## config.mk

```make
export PLATFORM = sky130hd
export DESIGN_NAME = switch_handshake
export DESIGN_NICKNAME = d
export VERILOG_FILES = /design/src/rtl/switch_pkg.sv /design/src/rtl/debounce.sv /design/src/rtl/switch_handshake.sv
export SDC_FILE = /design/constraint.sdc
export NUM_CORES = 1
export LEC_CHECK = 0
export CORE_MARGIN = 3
export CORE_UTILIZATION = 54
export DETAILED_ROUTE_END_ITERATION = 8
export GPL_TIMING_DRIVEN = 0
export HOLD_SLACK_MARGIN = 0.02
export PLACE_DENSITY = 0.85
export SLEW_MARGIN = 30
export SYNTH_ARGS = -nofsm -noshare
export SYNTH_HDL_FRONTEND = slang
export SYNTH_SLANG_ARGS = --single-unit
```

## constraint.sdc

```tcl
create_clock -name clk -period 1.7 [get_ports clk]
set_input_delay 0.51 -clock clk [delete_from_list [all_inputs] [get_ports clk]]
set_output_delay 0.51 -clock clk [all_outputs]
set_load 0.02 [all_outputs]
```

## src/rtl/switch_pkg.sv

```systemverilog
// Shared types and switch bit positions for the switch input path.
package switch_pkg;

    typedef enum logic [1:0] {
        IDLE     = 2'd0,
        VALID    = 2'd1,
        WAIT_REL = 2'd2
    } sw_state_t;

    localparam int unsigned SW_W     = 10;
    localparam int unsigned DATA_MSB = 7;
    localparam int unsigned STB_BIT  = 8;
    localparam int unsigned CLR_BIT  = 9;
    localparam int unsigned DATA_W   = DATA_MSB + 1;

endpackage : switch_pkg

```

## src/rtl/debounce.sv

```systemverilog
// Single-bit synchroniser followed by a stable-level debouncer with a rise pulse.
module debounce #(
    parameter int unsigned SYNC_STAGES     = 2,
    parameter int unsigned DEBOUNCE_CYCLES = 4
) (
    input  logic clk,
    input  logic nReset,
    input  logic din,
    output logic level,
    output logic rise
);

    localparam int unsigned      CNT_W    = $clog2(DEBOUNCE_CYCLES + 1);
    localparam logic [CNT_W-1:0] CNT_LAST = CNT_W'(DEBOUNCE_CYCLES - 1);

    logic [SYNC_STAGES-1:0] sync_q, sync_d;
    logic [CNT_W-1:0]       cnt_q, cnt_d;
    logic                   level_q, level_d;
    logic                   rise_q, rise_d;
    logic                   din_sync;

    assign din_sync = sync_q[SYNC_STAGES-1];

    // Next-state: shift the synchroniser, count mismatching cycles, flip after a full stable run.
    always_comb begin
        sync_d  = {sync_q[SYNC_STAGES-2:0], din};
        cnt_d   = '0;
        level_d = level_q;
        rise_d  = 1'b0;
        if (din_sync != level_q) begin
            if (cnt_q == CNT_LAST) begin
                level_d = din_sync;
                rise_d  = din_sync;
            end else begin
                cnt_d = cnt_q + CNT_W'(1);
            end
        end
    end

    // State registers.
    always_ff @(posedge clk or negedge nReset) begin
        if (!nReset) begin
            sync_q  <= '0;
            cnt_q   <= '0;
            level_q <= 1'b0;
            rise_q  <= 1'b0;
        end else begin
            sync_q  <= sync_d;
            cnt_q   <= cnt_d;
            level_q <= level_d;
            rise_q  <= rise_d;
        end
    end

    assign level = level_q;
    assign rise  = rise_q;

endmodule : debounce

```

## src/rtl/switch_handshake.sv

```systemverilog
// Switch input path: synchronise switches, debounce the strobe, latch one word
// per press and offer it to the core under a valid/ack handshake.
module switch_handshake
    import switch_pkg::*;
#(
    parameter int unsigned SYNC_STAGES     = 2,
    parameter int unsigned DEBOUNCE_CYCLES = 4
) (
    input  logic              clk,
    input  logic              nReset,
    input  logic [SW_W-1:0]   SW,
    input  logic              ack,
    output logic [DATA_W-1:0] data,
    output logic              valid,
    output logic              busy
);

    // Data bits plus the clear bit share one plain synchroniser chain.
    localparam int unsigned PSYNC_W = DATA_W + 1;

    logic [SYNC_STAGES-1:0][PSYNC_W-1:0] psync_q, psync_d;
    logic [PSYNC_W-1:0]                  sw_sync;
    logic [DATA_W-1:0]                   data_sync;
    logic                                clr;
    logic                                stb_db;
    logic                                stb_rise;

    sw_state_t         state_q, state_d;
    logic [DATA_W-1:0] data_q, data_d;
    logic              valid_q, valid_d;
    logic              busy_q, busy_d;

    debounce #(
        .SYNC_STAGES     (SYNC_STAGES),
        .DEBOUNCE_CYCLES (DEBOUNCE_CYCLES)
    ) u_stb_db (
        .clk    (clk),
        .nReset (nReset),
        .din    (SW[STB_BIT]),
        .level  (stb_db),
        .rise   (stb_rise)
    );

    assign sw_sync   = psync_q[SYNC_STAGES-1];
    assign data_sync = sw_sync[DATA_MSB:0];
    assign clr       = sw_sync[PSYNC_W-1];

    // Shift data and clear bits through the synchroniser.
    always_comb begin
        psync_d = {psync_q[SYNC_STAGES-2:0], SW[CLR_BIT], SW[DATA_MSB:0]};
    end

    // Synchroniser registers.
    always_ff @(posedge clk or negedge nReset) begin
        if (!nReset) begin
            psync_q <= '0;
        end else begin
            psync_q <= psync_d;
        end
    end

    // Handshake next-state: clear wins, otherwise capture on press, release on ack.
    always_comb begin
        state_d = state_q;
        data_d  = data_q;
        if (clr) begin
            state_d = IDLE;
            data_d  = '0;
        end else begin
            case (state_q)
                IDLE: begin
                    if (stb_rise) begin
                        data_d  = data_sync;
                        state_d = VALID;
                    end
                end
                VALID: begin
                    if (ack) begin
                        state_d = stb_db ? WAIT_REL : IDLE;
                    end
                end
                WAIT_REL: begin
                    if (!stb_db) begin
                        state_d = IDLE;
                    end
                end
                default: state_d = IDLE;
            endcase
        end
        valid_d = (state_d == VALID);
        busy_d  = (state_d != IDLE);
    end

    // Handshake state and registered outputs.
    always_ff @(posedge clk or negedge nReset) begin
        if (!nReset) begin
            state_q <= IDLE;
            data_q  <= '0;
            valid_q <= 1'b0;
            busy_q  <= 1'b0;
        end else begin
            state_q <= state_d;
            data_q  <= data_d;
            valid_q <= valid_d;
            busy_q  <= busy_d;
        end
    end

    assign data  = data_q;
    assign valid = valid_q;
    assign busy  = busy_q;

endmodule : switch_handshake
```

### Word level (Yosys, flattened, before mapping)

Index checks and enable logic that the tools add are counted.

| operators by class | value |
|---|---|
| multiplexer cells | 13 |
| shifts and indexed selects | 0 |
| bitwise logic cells | 0 |
| $lt $le $gt $ge | 0 |
| divide/modulo/power cells | 0 |
| reduce and logical (&&, ||, !) cells | 6 |
| add/subtract/negate cells | 1 |
| multiply operators | 0 |
| equality and inequality tests | 5 |

Operators by type and width:

| cell | number |
|---|---|
| 2-to-1 mux 8 bit | 3 |
| 2-to-1 mux 2 bit | 5 |
| 2-to-1 mux 3 bit | 2 |
| case mux 2 bit (3 select lines) | 1 |
| nonzero test 2 bit | 3 |
| equality test 2 x 1 -> 1 bit, second input constant | 2 |
| AND reduction 2 bit | 2 |
| adder 3 x 1 -> 3 bit, second input constant | 1 |
| equality test 3 x 2 -> 1 bit, second input constant | 1 |
| equality test 2 bit, second input constant | 1 |
| logical NOT 2 bit | 1 |
| 2-to-1 mux 1 bit | 2 |
| inequality test 1 bit | 1 |

| storage, ports and cells | value |
|---|---|
| register bits after elaboration | 37 |
| input bits | 13 |
| latch bits | 0 |
| memories kept | 0 |
| bits in read-only memories | 0 |
| RAM bits | 0 |
| output and inout bits | 10 |

### Longest topological paths before layout

| logic depth | value |
|---|---|
| depth in word-level cells | 5 |
| mapped depth | 3 |
| gate-level depth less buffers | 3 |

### By module

A second synthesis with hierarchy kept.

| second synthesis, totals | value |
|---|---|
| cell total of the unflattened synthesis | 85 |
| area, all modules | 1298.7 um^2 |

Modules (own cells, without submodules):

| module | cells each | instances | area each (um^2) | sequential area each (um^2) |
|---|---|---|---|---|
| switch_handshake | 70 | 1 | 1042.2 | 750.7 |
| debounce | 15 | 1 | 256.5 | 175.2 |

### Least setup slack after synthesis

OpenSTA, ideal clock, no wires.

| path | value |
|---|---|
| path type | flip-flop to flip-flop |
| start | register u_stb_db.cnt_q[0] |
| end | register u_stb_db.level_q, in the netlist u_stb_db.level |
| cell stages (with the launch flop) | 4 |
| data arrival time | 0.995 ns |
| required time | 1.575 ns |
| library setup time | 0.125 ns |
| slack | 0.580 ns |
| period minus slack after synthesis | 1.120 ns |
| cell sequence | dfrtp_1 > ha_1 > and2b_1 > mux2_2 |

| between the ends | value |
|---|---|
| cells in the longest elaborated chain, start to end | 2 |

Ends and longest elaborated chain:

| what | RTL line | source |
|---|---|---|
| start: declaration | debounce.sv:17 | `logic [CNT_W-1:0] cnt_q, cnt_d;` |
| start signal: assignment | debounce.sv:49 | `cnt_q <= cnt_d;` |
| equality test 3 x 2 -> 1 bit | debounce.sv:31 | `if (cnt_q == CNT_LAST) begin` |
| AND reduction 2 bit (no line) | -- |  |
| end signal: assignment | debounce.sv:50 | `level_q <= level_d;` |
| end: declaration | debounce.sv:18 | `logic level_q, level_d;` |

Every way passes these cells.
A chain may end at the register's enable or synchronous reset.

### Worst setup path in the final report

| path | value |
|---|---|
| start | register data_q[4], in the netlist data[4] |
| end | output port data[4] |

RTL lines:

| what | RTL line | source |
|---|---|---|
| start: declaration | switch_handshake.sv:29 | `logic [DATA_W-1:0] data_q, data_d;` |
| start signal: assignment | switch_handshake.sv:103 | `data_q <= data_d;` |
| end: declaration | switch_handshake.sv:13 | `output logic [DATA_W-1:0] data,` |

No word-level cell between the ends.

==> impl_metrics.sql <==
INSERT INTO impl_metrics (metric_group, metric, value, unit) VALUES
('outcome', 'run_status', 'complete, no violations', ''),
('power', 'vdd_ir_drop_max', '0.907', 'mV'),
('yosys', 'dominant_cells_by_area_after_synthesis', 'sky130_fd_sc_hd__dfrtp_1 72%, sky130_fd_sc_hd__nand2b_1 9.2%, sky130_fd_sc_hd__mux2i_1 6.2%', ''),
('yosys', 'synth.largest_area_cell', 'sky130_fd_sc_hd__dfrtp_1', ''),
('grt', 'grt_first_pass_wirelength', '3390', 'um'),
('placement', 'finalWeightedCongestion', '0.752', ''),
('sta', 'finalHoldViolCount', '0', ''),
('route', 'routed_wire_length_per_instance', '14.1', 'um'),
('yosys', 'yosysSeqAreaShare', '72.0', '%'),
('route', 'drt_first_pass_iters', '2', ''),
('floorplan', 'placementRows', '17', ''),
('setup_path', 'cp-end-kind', 'output pin', ''),
('worst_hold_path', 'holdCritPathClass', 'in -> async', ''),
('floorplan', 'die_h', '54.8', 'um'),
('placement', 'place_worst_setup_slack', '0.218', 'ns'),
('clock_network', 'cts-root-to-sink-buffers', '2', ''),
('sta', 'fin_setup_tns', '0', 'ns'),
('grt', 'grt_usage', '17.2', '%'),
('sta', 'maxSlewHeadroom', '70.5', '%'),
('floorplan', 'floorplan.initialDensity', '57.6', '%'),
('setup_path', 'chain_of_cells_forming_the_critical_path', 'dlygate4sd2_1', ''),
('setup_path', 'timing.critical_path.required', '1.19', 'ns'),
('yosys', 'post_synth.cell_area_avg', '15.1', 'um2'),
('grt', 'grt_max_degree', '21', ''),
('route', 'drt_iter0_markers', '5', ''),
('floorplan', 'dieWidth', '54.8', 'um'),
('setup_path', 'critical-path-top-delay-family', 'flip-flops', ''),
('yosys', 'synth_cell_type_count', '19', ''),
('yosys', 'synth-seq-cells', '37', ''),
('sta', 'holdWs', '0.101', 'ns'),
('route', 'drt_drc_violations_left', '0', ''),
('power', 'power.density', '1170', 'mW/mm2'),
('grt', 'globalRouteOverflowTotal', '0', ''),
('setup_path', 'worstPathMaxFanout', '2', ''),
('setup_path', 'cp.arrival', '1.07', 'ns'),
('power', 'total_leakage_power', '0.785', 'nW'),
('floorplan', 'design.core.area', '0.00223', 'mm2'),
('route', 'routed_wl', '2030', 'um'),
('clock_network', 'cts_tree', 'yes', ''),
('clock_network', 'htree_levels', '2', ''),
('yosys', 'postSynthNetCount', '99', ''),
('flow_run', 'count_of_max_cap_constraint_violations', '0', ''),
('sta', 'setup_ws', '0.124', 'ns'),
('yosys', 'synth_warnings', '0', ''),
('route', 'routed-via-count', '727', ''),
('setup_path', 'timing.critical_path.slowest_cell_delay', '0.40', 'ns'),
('yosys', 'post-synth-top-count-cell', 'sky130_fd_sc_hd__dfrtp_1', ''),
('yosys', 'synth_top_cells_by_count', '37 x sky130_fd_sc_hd__dfrtp_1, 19 x sky130_fd_sc_hd__nand2b_1, 8 x sky130_fd_sc_hd__mux2i_1, 3 x sky130_fd_sc_hd__a21oi_1', ''),
('clock_network', 'cts_root_buf', 'sky130_fd_sc_hd__clkbuf_4', ''),
('floorplan', 'design.die.area', '0.00300', 'mm2'),
('sta', 'fin_crit', '1.58', 'ns'),
('clock_network', 'cts.clk_slew.worst_paths', '0.11', 'ns'),
('sta', 'setup_viol_count_final', '0', ''),
('yosys', 'synth_enable_flop_cells', '0', ''),
('sta', 'finalMaxSlewViolations', '0', ''),
('final_layout', 'proportion_of_layout_cells_with_a_drive_suffix_above_1', '11.2', '%'),
('setup_path', 'critical_path.startpoint_type', 'register', ''),
('sta', 'max_freq', '0.635', 'GHz'),
('clock_network', 'cts.sink_count', '37', ''),
('yosys', 'synthFlopType', 'sky130_fd_sc_hd__dfrtp_1', ''),
('yosys', 'syn_area', '0.00129', 'mm2'),
('floorplan', 'ioPinCount', '23', ''),
('setup_path', 'crit_type', 'reg -> out', ''),
('setup_path', 'master_of_the_slowest_instance_on_the_critical_path', 'sky130_fd_sc_hd__dfrtp_1', ''),
('setup_path', 'cp.buffers_inverters', '1', ''),
('grt', 'number_of_global_route_vias_before_repair', '768', ''),
('clock_network', 'post_cts.repair.setup_buffers', '0', ''),
('route', 'detail_route.vias_per_cell', '5.05', ''),
('clock_network', 'clk_latency', '0.34', 'ns'),
('clock_network', 'numCtsBuffers', '5', ''),
('final_layout', 'areaGrowthSynthToFinish', '28.6', '%');
## cell usage in the layout (no fill, tap or decap)
cell,count
sky130_fd_sc_hd__a211oi_1,2
sky130_fd_sc_hd__a21oi_1,3
sky130_fd_sc_hd__and2b_1,1
sky130_fd_sc_hd__and3b_1,1
sky130_fd_sc_hd__buf_16,1
sky130_fd_sc_hd__buf_2,1
sky130_fd_sc_hd__buf_6,1
sky130_fd_sc_hd__bufinv_16,2
sky130_fd_sc_hd__clkbuf_1,2
sky130_fd_sc_hd__clkbuf_4,5
sky130_fd_sc_hd__clkdlybuf4s50_1,11
sky130_fd_sc_hd__clkinv_2,1
sky130_fd_sc_hd__dfrtp_1,37
sky130_fd_sc_hd__dlygate4sd2_1,10
sky130_fd_sc_hd__ha_1,1
sky130_fd_sc_hd__mux2_2,1
sky130_fd_sc_hd__mux2i_1,8
sky130_fd_sc_hd__nand2b_1,19
sky130_fd_sc_hd__nand3b_1,1
sky130_fd_sc_hd__nor3_1,1
sky130_fd_sc_hd__nor3b_1,2
sky130_fd_sc_hd__nor3b_2,1
sky130_fd_sc_hd__o211a_1,1
sky130_fd_sc_hd__or2b_1,1
sky130_fd_sc_hd__or3_1,1
sky130_fd_sc_hd__xnor2_1,1
## final timing paths
kind / from / to / slack, ns / cells past startpoint
setup / recovery: data[4]$_DFFE_PN0P_ / data[4] / 0.12 / 1
hold / removal: nReset / data[3]$_DFFE_PN0P_ / 0.10 / 1
setup reg to reg: u_stb_db.cnt_q[0]$_DFF_PN0_ / u_stb_db.level$_DFFE_PN0P_ / 0.50 / 3
hold reg to reg: psync_d[17]$_DFF_PN0_ / sw_sync[8]$_DFF_PN0_ / 0.36 / 0
max in group asynchronous: nReset / u_stb_db.cnt_q[1]$_DFF_PN0_ / 1.17 / 2
min in group clk: psync_d[17]$_DFF_PN0_ / sw_sync[8]$_DFF_PN0_ / 0.36 / 0
## layer usage
layer / track usage [%] / share of wire (%)
met1: 17.7 / 36
met4: 9.96 / 1.8
met2: 30.1 / 57
met3: 5.72 / 5.1
met5: 0 / 0
## registers in the layout, summed over array words and instances (netlist names), 2 cells and up
register / cells
sw_sync: 9
u_stb_db.cnt_q: 3
psync_d: 9
data: 8
state_q: 2
u_stb_db.sync_q: 2
## cell type report
cell class	instances	area, um2
fillers	157	579
flip-flops and latches	37	926
repair buffers	23	230
clock buffers	5	37.5
plain buffers	3	18.8
multi-input cells	45	342
well taps	28	35.0
clock inverters	3	65.1
## timing repair
| action | in CTS | in global routing |
|---|---|---|
| hold buffers | 0 | 0 |
| setup endpoints to repair | 10 | 0 |
| gates resized for setup | 10 | 0 |
## per-stage QoR
step | util, % | total power [W] | instance area (um2) | instances
final | 74.1 | 0.00193 | 1650 | 144
after global routing | 74.1 | 0.00203 | 1650 | 144
after CTS | 74.1 | 0.00195 | 1650 | 144
after detailed placement | 70.0 | 0.00122 | 1560 | 136
after global placement | 69.0 | 0.00120 | 1540 | 135
after floorplan | - | 0.00112 | 1290 | 85
## where the power goes
group	total [W]	internal, W	leakage, nW	switching [W]
combinational	0.000204	0.000109	0.264	0.0000949
clock	0.000735	0.000455	0.0552	0.000280
sequential	0.000991	0.000947	0.466	0.0000435
total	0.00193	0.00151	0.785	0.000418
## logic make-up after synthesis
kind of cell / Yosys count / share of synthesized area, %
AO/OA/AOI/OAI: 6 / 3.11
XOR/XNOR: 1 / 0.681
adder cells (fa/ha/maj): 1 / 0.973
buffers and inverters: 3 / 1.46
flip-flops: 37 / 72.0
multiplexers: 9 / 7.10
AND/OR/NAND/NOR: 28 / 14.7
## worst reg2reg max path, cell delays in order, from the launching register on
cell                      delay [ns]
sky130_fd_sc_hd__dfrtp_1        0.40
sky130_fd_sc_hd__ha_1           0.21
sky130_fd_sc_hd__and2b_1        0.20
sky130_fd_sc_hd__mux2_2         0.28
Note: power is estimated with default switching activity, not from simulation.
